### src/rtl/demux10_dispatch.sv
// demux10_dispatch: registered 1-to-10 steering stage with per-lane handshakes.
// Optional feature macro: DEMUX10_BROADCAST_EN (in_sel 15 writes all lanes).
module demux10_dispatch #(
    parameter int WIDTH = 8
) (
    input  logic             clk,
    input  logic             reset_n,
    input  logic             in_valid,
    output logic             in_ready,
    input  logic [3:0]       in_sel,
    input  logic [WIDTH-1:0] in_data,
    output logic [9:0]       out_valid,
    input  logic [9:0]       out_ready,
    output logic [WIDTH-1:0] y0,
    output logic [WIDTH-1:0] y1,
    output logic [WIDTH-1:0] y2,
    output logic [WIDTH-1:0] y3,
    output logic [WIDTH-1:0] y4,
    output logic [WIDTH-1:0] y5,
    output logic [WIDTH-1:0] y6,
    output logic [WIDTH-1:0] y7,
    output logic [WIDTH-1:0] y8,
    output logic [WIDTH-1:0] y9,
    output logic [7:0]       drop_cnt
);

    logic [WIDTH-1:0] r_data [10];
    logic [9:0]       r_valid;
    logic [7:0]       r_drop;

    logic [9:0]       w_free;
    logic             w_legal;
    logic             w_bcast;
    logic             w_sel_free;
    logic             w_acc;
    logic             w_drop;
    logic [9:0]       w_wr;

    // A lane is free when empty or being drained this cycle.
    always_comb begin
        w_free = ~r_valid | out_ready;
    end

    // Classify the destination code and derive the input handshake.
    always_comb begin
        w_legal    = (in_sel <= 4'd9);
`ifdef DEMUX10_BROADCAST_EN
        w_bcast    = (in_sel == 4'd15);
`else
        w_bcast    = 1'b0;
`endif
        w_sel_free = 1'b0;
        for (int i = 0; i < 10; i++) begin
            if (in_sel == 4'(i)) begin
                w_sel_free = w_free[i];
            end
        end
        if (!reset_n) begin
            in_ready = 1'b0;
        end else if (w_legal) begin
            in_ready = w_sel_free;
        end else if (w_bcast) begin
            in_ready = &w_free;
        end else begin
            in_ready = 1'b1;
        end
        w_acc  = in_valid & in_ready;
        w_drop = w_acc & ~w_legal & ~w_bcast;
    end

    // Per-lane write strobes; broadcast hits every lane.
    always_comb begin
        w_wr = '0;
        for (int i = 0; i < 10; i++) begin
            w_wr[i] = w_acc & ((w_legal & (in_sel == 4'(i))) | w_bcast);
        end
    end

    // Lane state: write wins over drain, drain clears valid.
    always_ff @(posedge clk) begin
        if (!reset_n) begin
            r_valid <= '0;
            for (int i = 0; i < 10; i++) begin
                r_data[i] <= '0;
            end
        end else begin
            for (int i = 0; i < 10; i++) begin
                if (w_wr[i]) begin
                    r_valid[i] <= 1'b1;
                    r_data[i]  <= in_data;
                end else if (out_ready[i]) begin
                    r_valid[i] <= 1'b0;
                end
            end
        end
    end

    // Saturating count of words discarded for an illegal code.
    always_ff @(posedge clk) begin
        if (!reset_n) begin
            r_drop <= '0;
        end else if (w_drop && (r_drop != 8'hFF)) begin
            r_drop <= r_drop + 8'd1;
        end
    end

    assign out_valid = r_valid;
    assign drop_cnt  = r_drop;
    assign y0 = r_data[0];
    assign y1 = r_data[1];
    assign y2 = r_data[2];
    assign y3 = r_data[3];
    assign y4 = r_data[4];
    assign y5 = r_data[5];
    assign y6 = r_data[6];
    assign y7 = r_data[7];
    assign y8 = r_data[8];
    assign y9 = r_data[9];

endmodule

### config.mk
export PLATFORM = sky130hd
export DESIGN_NAME = demux10_dispatch
export DESIGN_NICKNAME = d
export VERILOG_FILES = /design/src/rtl/demux10_dispatch.sv
export SDC_FILE = /design/constraint.sdc
export NUM_CORES = 1
export LEC_CHECK = 0
export ABC_AREA = 1
export BUFFER_PORTS_ARGS = -buffer_cell sky130_fd_sc_hd__buf_2
export CAP_MARGIN = 20
export CORE_MARGIN = 3
export CORE_UTILIZATION = 51
export CTS_CLUSTER_DIAMETER = 200
export CTS_CLUSTER_SIZE = 40
export DETAILED_ROUTE_END_ITERATION = 10
export PLACE_DENSITY = 0.8
export SLEW_MARGIN = 5
export SYNTH_ARGS = -nofsm -noshare
export SYNTH_HDL_FRONTEND = slang
export SYNTH_SLANG_ARGS = --single-unit
### constraint.sdc
create_clock -name clk -period 2.3 [get_ports clk]
set_input_delay 0.46 -clock clk [delete_from_list [all_inputs] [get_ports clk]]
set_output_delay 0.46 -clock clk [all_outputs]
set_load 0.05 [all_outputs]
# Yosys cells after proc, flatten, opt, wreduce, memory -nomap -nowiden

Memories as Yosys holds them, arrays and structs flattened.
Index checks and enable logic that the tools add are counted.

Bits in registers: 18
Bits in writable memories: 80
Input port bits: 25
Memories: 1

$add $sub $neg: 1
Magnitude comparators: 1
Equal/unequal tests: 10
Mux-type cells: 73
Bitwise gates (word level): 35
Reductions and logical operators: 12

Memory list:

| memory | words | width | rd ports | clocked after memory_dff | wr ports | RTL line | source |
|---|---|---|---|---|---|---|---|
| r_data | 10    | 8     | 10       | 0                        | 10       | 27       | `logic [WIDTH-1:0] r_data [10];` |

Operator list:

| operator                                              | count |
|---|---|
| 2-to-1 mux 8 bit                                      | 10 |
| 2-to-1 mux 1 bit                                      | 63 |
| bitwise AND 1 bit                                     | 22 |
| nonzero test 2 bit                                    | 10 |
| equality test 4 x 3 -> 1 bit, second input constant   | 4 |
| inverter 10 bit                                       | 1 |
| bitwise OR 1 bit                                      | 10 |
| bitwise OR 10 bit                                     | 1 |
| adder 8 x 1 -> 8 bit, second input constant           | 1 |
| equality test 4 x 2 -> 1 bit, second input constant   | 2 |
| equality test 4 bit, second input constant            | 2 |
| != test 8 bit, second input constant                  | 1 |
| equality test 4 x 1 -> 1 bit, second input constant   | 1 |
| less-or-equal comparator 4 bit, second input constant | 1 |
| zero test 4 bit                                       | 1 |
| logical AND 1 bit                                     | 1 |
| inverter 1 bit                                        | 1 |

# Depth between registers and ports, before layout

Depth after elaboration: 20
Gate-level depth with buffers: 12

# Least setup slack after synthesis

OpenSTA, ideal clock, no wires.

Kind: input-to-output
From: input port in_sel[1]
To: output port in_ready
Arrival time: 2,003 ps
Data required time: 1,840 ps
Path slack: -163 ps
Stages: 10
Path buffers: 1
Cells stage by stage: nor2_1 -> inv_2 -> nor2_1 -> nand2_1 -> nand4_1 -> nor2_1 -> nand4_2 -> buf_12 -> inv_2 -> nor2_1

Longest elaborated chain between the ends: 13

Ends and longest elaborated chain:

| item                            | RTL line | source |
|---|---|---|
| start, declared                 | 10       | `input logic [3:0] in_sel,` |
| zero test 4 bit                 | 54       | `if (in_sel == 4'(i)) begin` |
| 2-to-1 mux 1 bit (10 in series) | 54       |  |
| 2-to-1 mux 1 bit *              | 60       | `end else if (w_legal) begin` |
| 2-to-1 mux 1 bit *              | 58       | `if (!reset_n) begin` |
| end, declared                   | 9        | `output logic in_ready,` |

Every way passes the cells marked *; elsewhere a longest branch is shown, timed or not.

# Final worst setup path

From: register r_valid[2], in the netlist out_valid[2]
To: output port in_ready

Longest elaborated chain between the ends: 12

Ends and longest elaborated chain:

| item                            | RTL line | source |
|---|---|---|
| start, declared                 | 28       | `logic [9:0] r_valid;` |
| start signal, assigned          | 82       | `r_valid <= '0;` |
| start signal, assigned by index | 89       | `r_valid[i] <= 1'b1;` |
| start signal, assigned by index | 92       | `r_valid[i] <= 1'b0;` |
| inverter 10 bit                 | 41       | `w_free = ~r_valid \| out_ready;` |
| bitwise OR 10 bit               | 41       |  |
| 2-to-1 mux 1 bit (8 in series)  | 54       |  |
| 2-to-1 mux 1 bit                | 60       |  |
| 2-to-1 mux 1 bit                | 58       |  |

No other way between the ends.

==> metrics <==
Yosys Warn Count=0; Mapped Area=3953 µm²; clock latency on the worst-skew pair=0.36 ns; Leak=about 2.3 nW; slack of the critical path=0.1298 ns; fraction of layout cells with a size suffix above 1=0.4074; Max-Cap Viols=0; M3 GR Usage=0.04888; die area=a little under 9000 µm²; 1st-pass router iterations=5; number of global-route vias before repair=2672; dominant cells by area after synthesis=edfxtp_1 61%, nor2_1 9.7%, dfxtp_1 9.1%; CTS tree=built; Worst-path clk slew=0.09 ns; Min-Delay Path Class=in -> reg; Rel. slew slack=0.6727; Syn Inst Count=328; CTS buffer count=9; core area=7370 µm²; RR Startpoint=out_valid[2]$_SDFFE_PN0P_; Least-Margin Pin Slew=0.4910 ns; Congestion Overflow GR=0; final period demand of the worst path=2.170 ns; num ports=124; Max Clock Skew=0.009857 ns; GRT Resource Usage Total=0.2057; largest net degree at the start of global routing=18; post-synth cell types=29; hold path start=out_ready[2]; Nets=507; final setup fails=0; initial antenna violation count=0; #FFs+latches synth=98; R2R setup slack=0.23 ns; Tcrit/Tclk final=0.9436; drt wl/cell=about 15 µm; share of the synthesized area in the top cell type=0.6078; status=completed; routed vias=approximately 3000; Worst R2R Path Depth=12; CP required=1.84 ns; critical path startpoint category=flip-flop; H-tree depth=3; M1 GR Usage=0.2897; GPL Wtd Cong=0.8545; Pwr Density=677.3 nW/µm²; DRC viols=0; layer with the highest usage=met2; main flop type after synthesis=edfxtp_1; worst hold path cell count=4; sequential area share after synthesis=0.6990; hold endpoint=out_valid[2]$_SDFFE_PN0P_; DP Worst Slack=0.03419 ns; reg2reg end=r_data[3][5]$_SDFFCE_PN0P_; area grow syn2layout=27.19%; Routed WL=8947 µm; chip height=94.04 µm; vias per cell=~5.0; Die W=~94 µm; Clock Path Buffers=2; Routed Antenna Nets=0; Max Fclk=460.8 MHz; final hold vios=0; Tot Pwr=0.003405 W; PortBufs=123; # diodes=0; Iteration-0 DRC Markers=239; # hold bufs at CTS=0; CTS sink count=about 100; Starting Density=0.5363; number of synthesized flops with an enable pin=80; max-slew violations=0; Syn Area/Cell=12.05 µm²; Worst Setup End Kind=primary output; hpwl dp=6660 µm; crit path max fanout=3; first-pass GRT wire length=13560 µm; maximum vdd drop=0.0003145 V; row count=31; CTS root buffer=clkbuf_8; Post-synth ARST share=0; syn nets=roughly 350; CP Class=reg -> out; met2 GRT Util=0.3241; WP data arrival=1.71 ns; area leader, netlist=edfxtp_1
layout by cell type (no fill, tap or decap):
master and n:
buf_2 122, nor2_1 100, edfxtp_1 80, nand2_1 29
buf_4 24, inv_1 21, dfxtp_1 18, nand4_4 9
clkinv_1 9, a21oi_2 9, clkbuf_8 9, inv_2 8
nand3_1 7, a21oi_1 7, o21ai_0 6, nor2_2 5
nor3_1 3, nand4_1 2, nand4_2 2, inv_6 2
clkinv_4 2, nor4_1 1, nor3_2 1, nor2_4 1
or2_1 1, and3_1 1, xnor2_1 1, a41oi_1 1
ha_1 1, clkinv_2 1, clkinvlp_4 1, clkbuf_4 1
buf_12 1
registers in the layout (all words and copies together) (netlist names):
register   count
r_data        80
drop_cnt       8
out_valid     10
stage by stage:
| step | area [µm²] | utilization | TNS (ns) | hold slack (ns) | instances |
|---|---|---|---|---|---|
| 3_5_place_dp | 4825 | 0.6547 | 0 | 0.4777 | 566 |
| 4_1_cts | 5000 | 0.6784 | 0 | 0.3676 | 582 |
| 5_1_grt | 5027 | 0.6822 | -0.0007635 | 0.3804 | 585 |
| 2_1_floorplan | 3955 | - | 0 | 0.6452 | 328 |
| 3_3_place_gp | 4825 | 0.6547 | 0 | 0.4675 | 566 |
| 6_report | 5027 | 0.6822 | 0 | 0.3736 | 585 |
cell type report:
type / count / area, µm²
inverters: 37 / 138.9
fillers: 566 / 2342
clock buffers: 9 / 123.9
clock inverters: 7 / 51.30
well taps: 99 / 123.9
repair buffers: 148 / 818.3
multi-input cells: 187 / 1008
flip-flops and latches: 98 / 2763
critical path: stages (launching register included):
cell      delay (ns)
dfxtp_1         0.34
inv_1           0.04
nor2_1          0.13
nor2_1          0.06
nor2_1          0.11
nand4_1         0.10
nor2_2          0.11
nand4_2         0.15
inv_2           0.08
nor2_2          0.03
clkbuf_4        0.20
where the power goes:
group | internal (W) | switching, W
logic | 0.000101 | 0.000340
clock network | 0.000399 | 0.000594
registers | 0.00196 | 0.0000145
metal layers:
metal,up-vias,share of wire
met5,-,0
met4,0,0.012
met3,10,0.086
met2,154,0.47
met1,1357,0.43
li1,1399,-
cell families (layout without fill, tap and decap cells):
logic type | Yosys count | after routing | share of synthesized area
compound gates | 23 | 23 | 0.03862
xor+xnor | 1 | 1 | 0.002216
fa+ha+maj | 1 | 1 | 0.003165
buf+inv | 43 | 201 | 0.04716
flops | 98 | 98 | 0.6990
simple gates | 162 | 162 | 0.2099
synthesized netlist by cell type (2+ instances only):
master,n
nor2_1,102
nand4_4,9
edfxtp_1,80
nand4_1,2
buf_4,2
nor2_2,3
a21oi_1,7
nand4_2,2
clkinv_1,8
nor3_1,3
nand3_1,7
a21oi_2,9
nand2_1,29
inv_1,21
dfxtp_1,18
o21ai_0,6
inv_2,8
worst max path at each step:
| stage | start | end | slack [ns] |
|---|---|---|---|
| finish | out_valid[2]$_SDFFE_PN0P_ | in_ready | 0.13 |
| global route | out_valid[2]$_SDFFE_PN0P_ | in_ready | -0.0008 |
| CTS | out_valid[2]$_SDFFE_PN0P_ | in_ready | 0.02 |
| detailed placement | in_sel[0] | r_data[5][1]$_SDFFCE_PN0P_ | 0.03 |
| global placement | in_sel[0] | r_data[1][2]$_SDFFCE_PN0P_ | 0.09 |
| floorplan | in_sel[1] | in_ready | 0.07 |
timing repair:
action / 4_1_cts / 5_1_grt
endpoints found under the setup margin: 0 / 1
hold endpoints to repair: 0 / 0
resized for setup: 0 / 2
setup buffers: 0 / 3
Power figures use the tool's default switching activity.
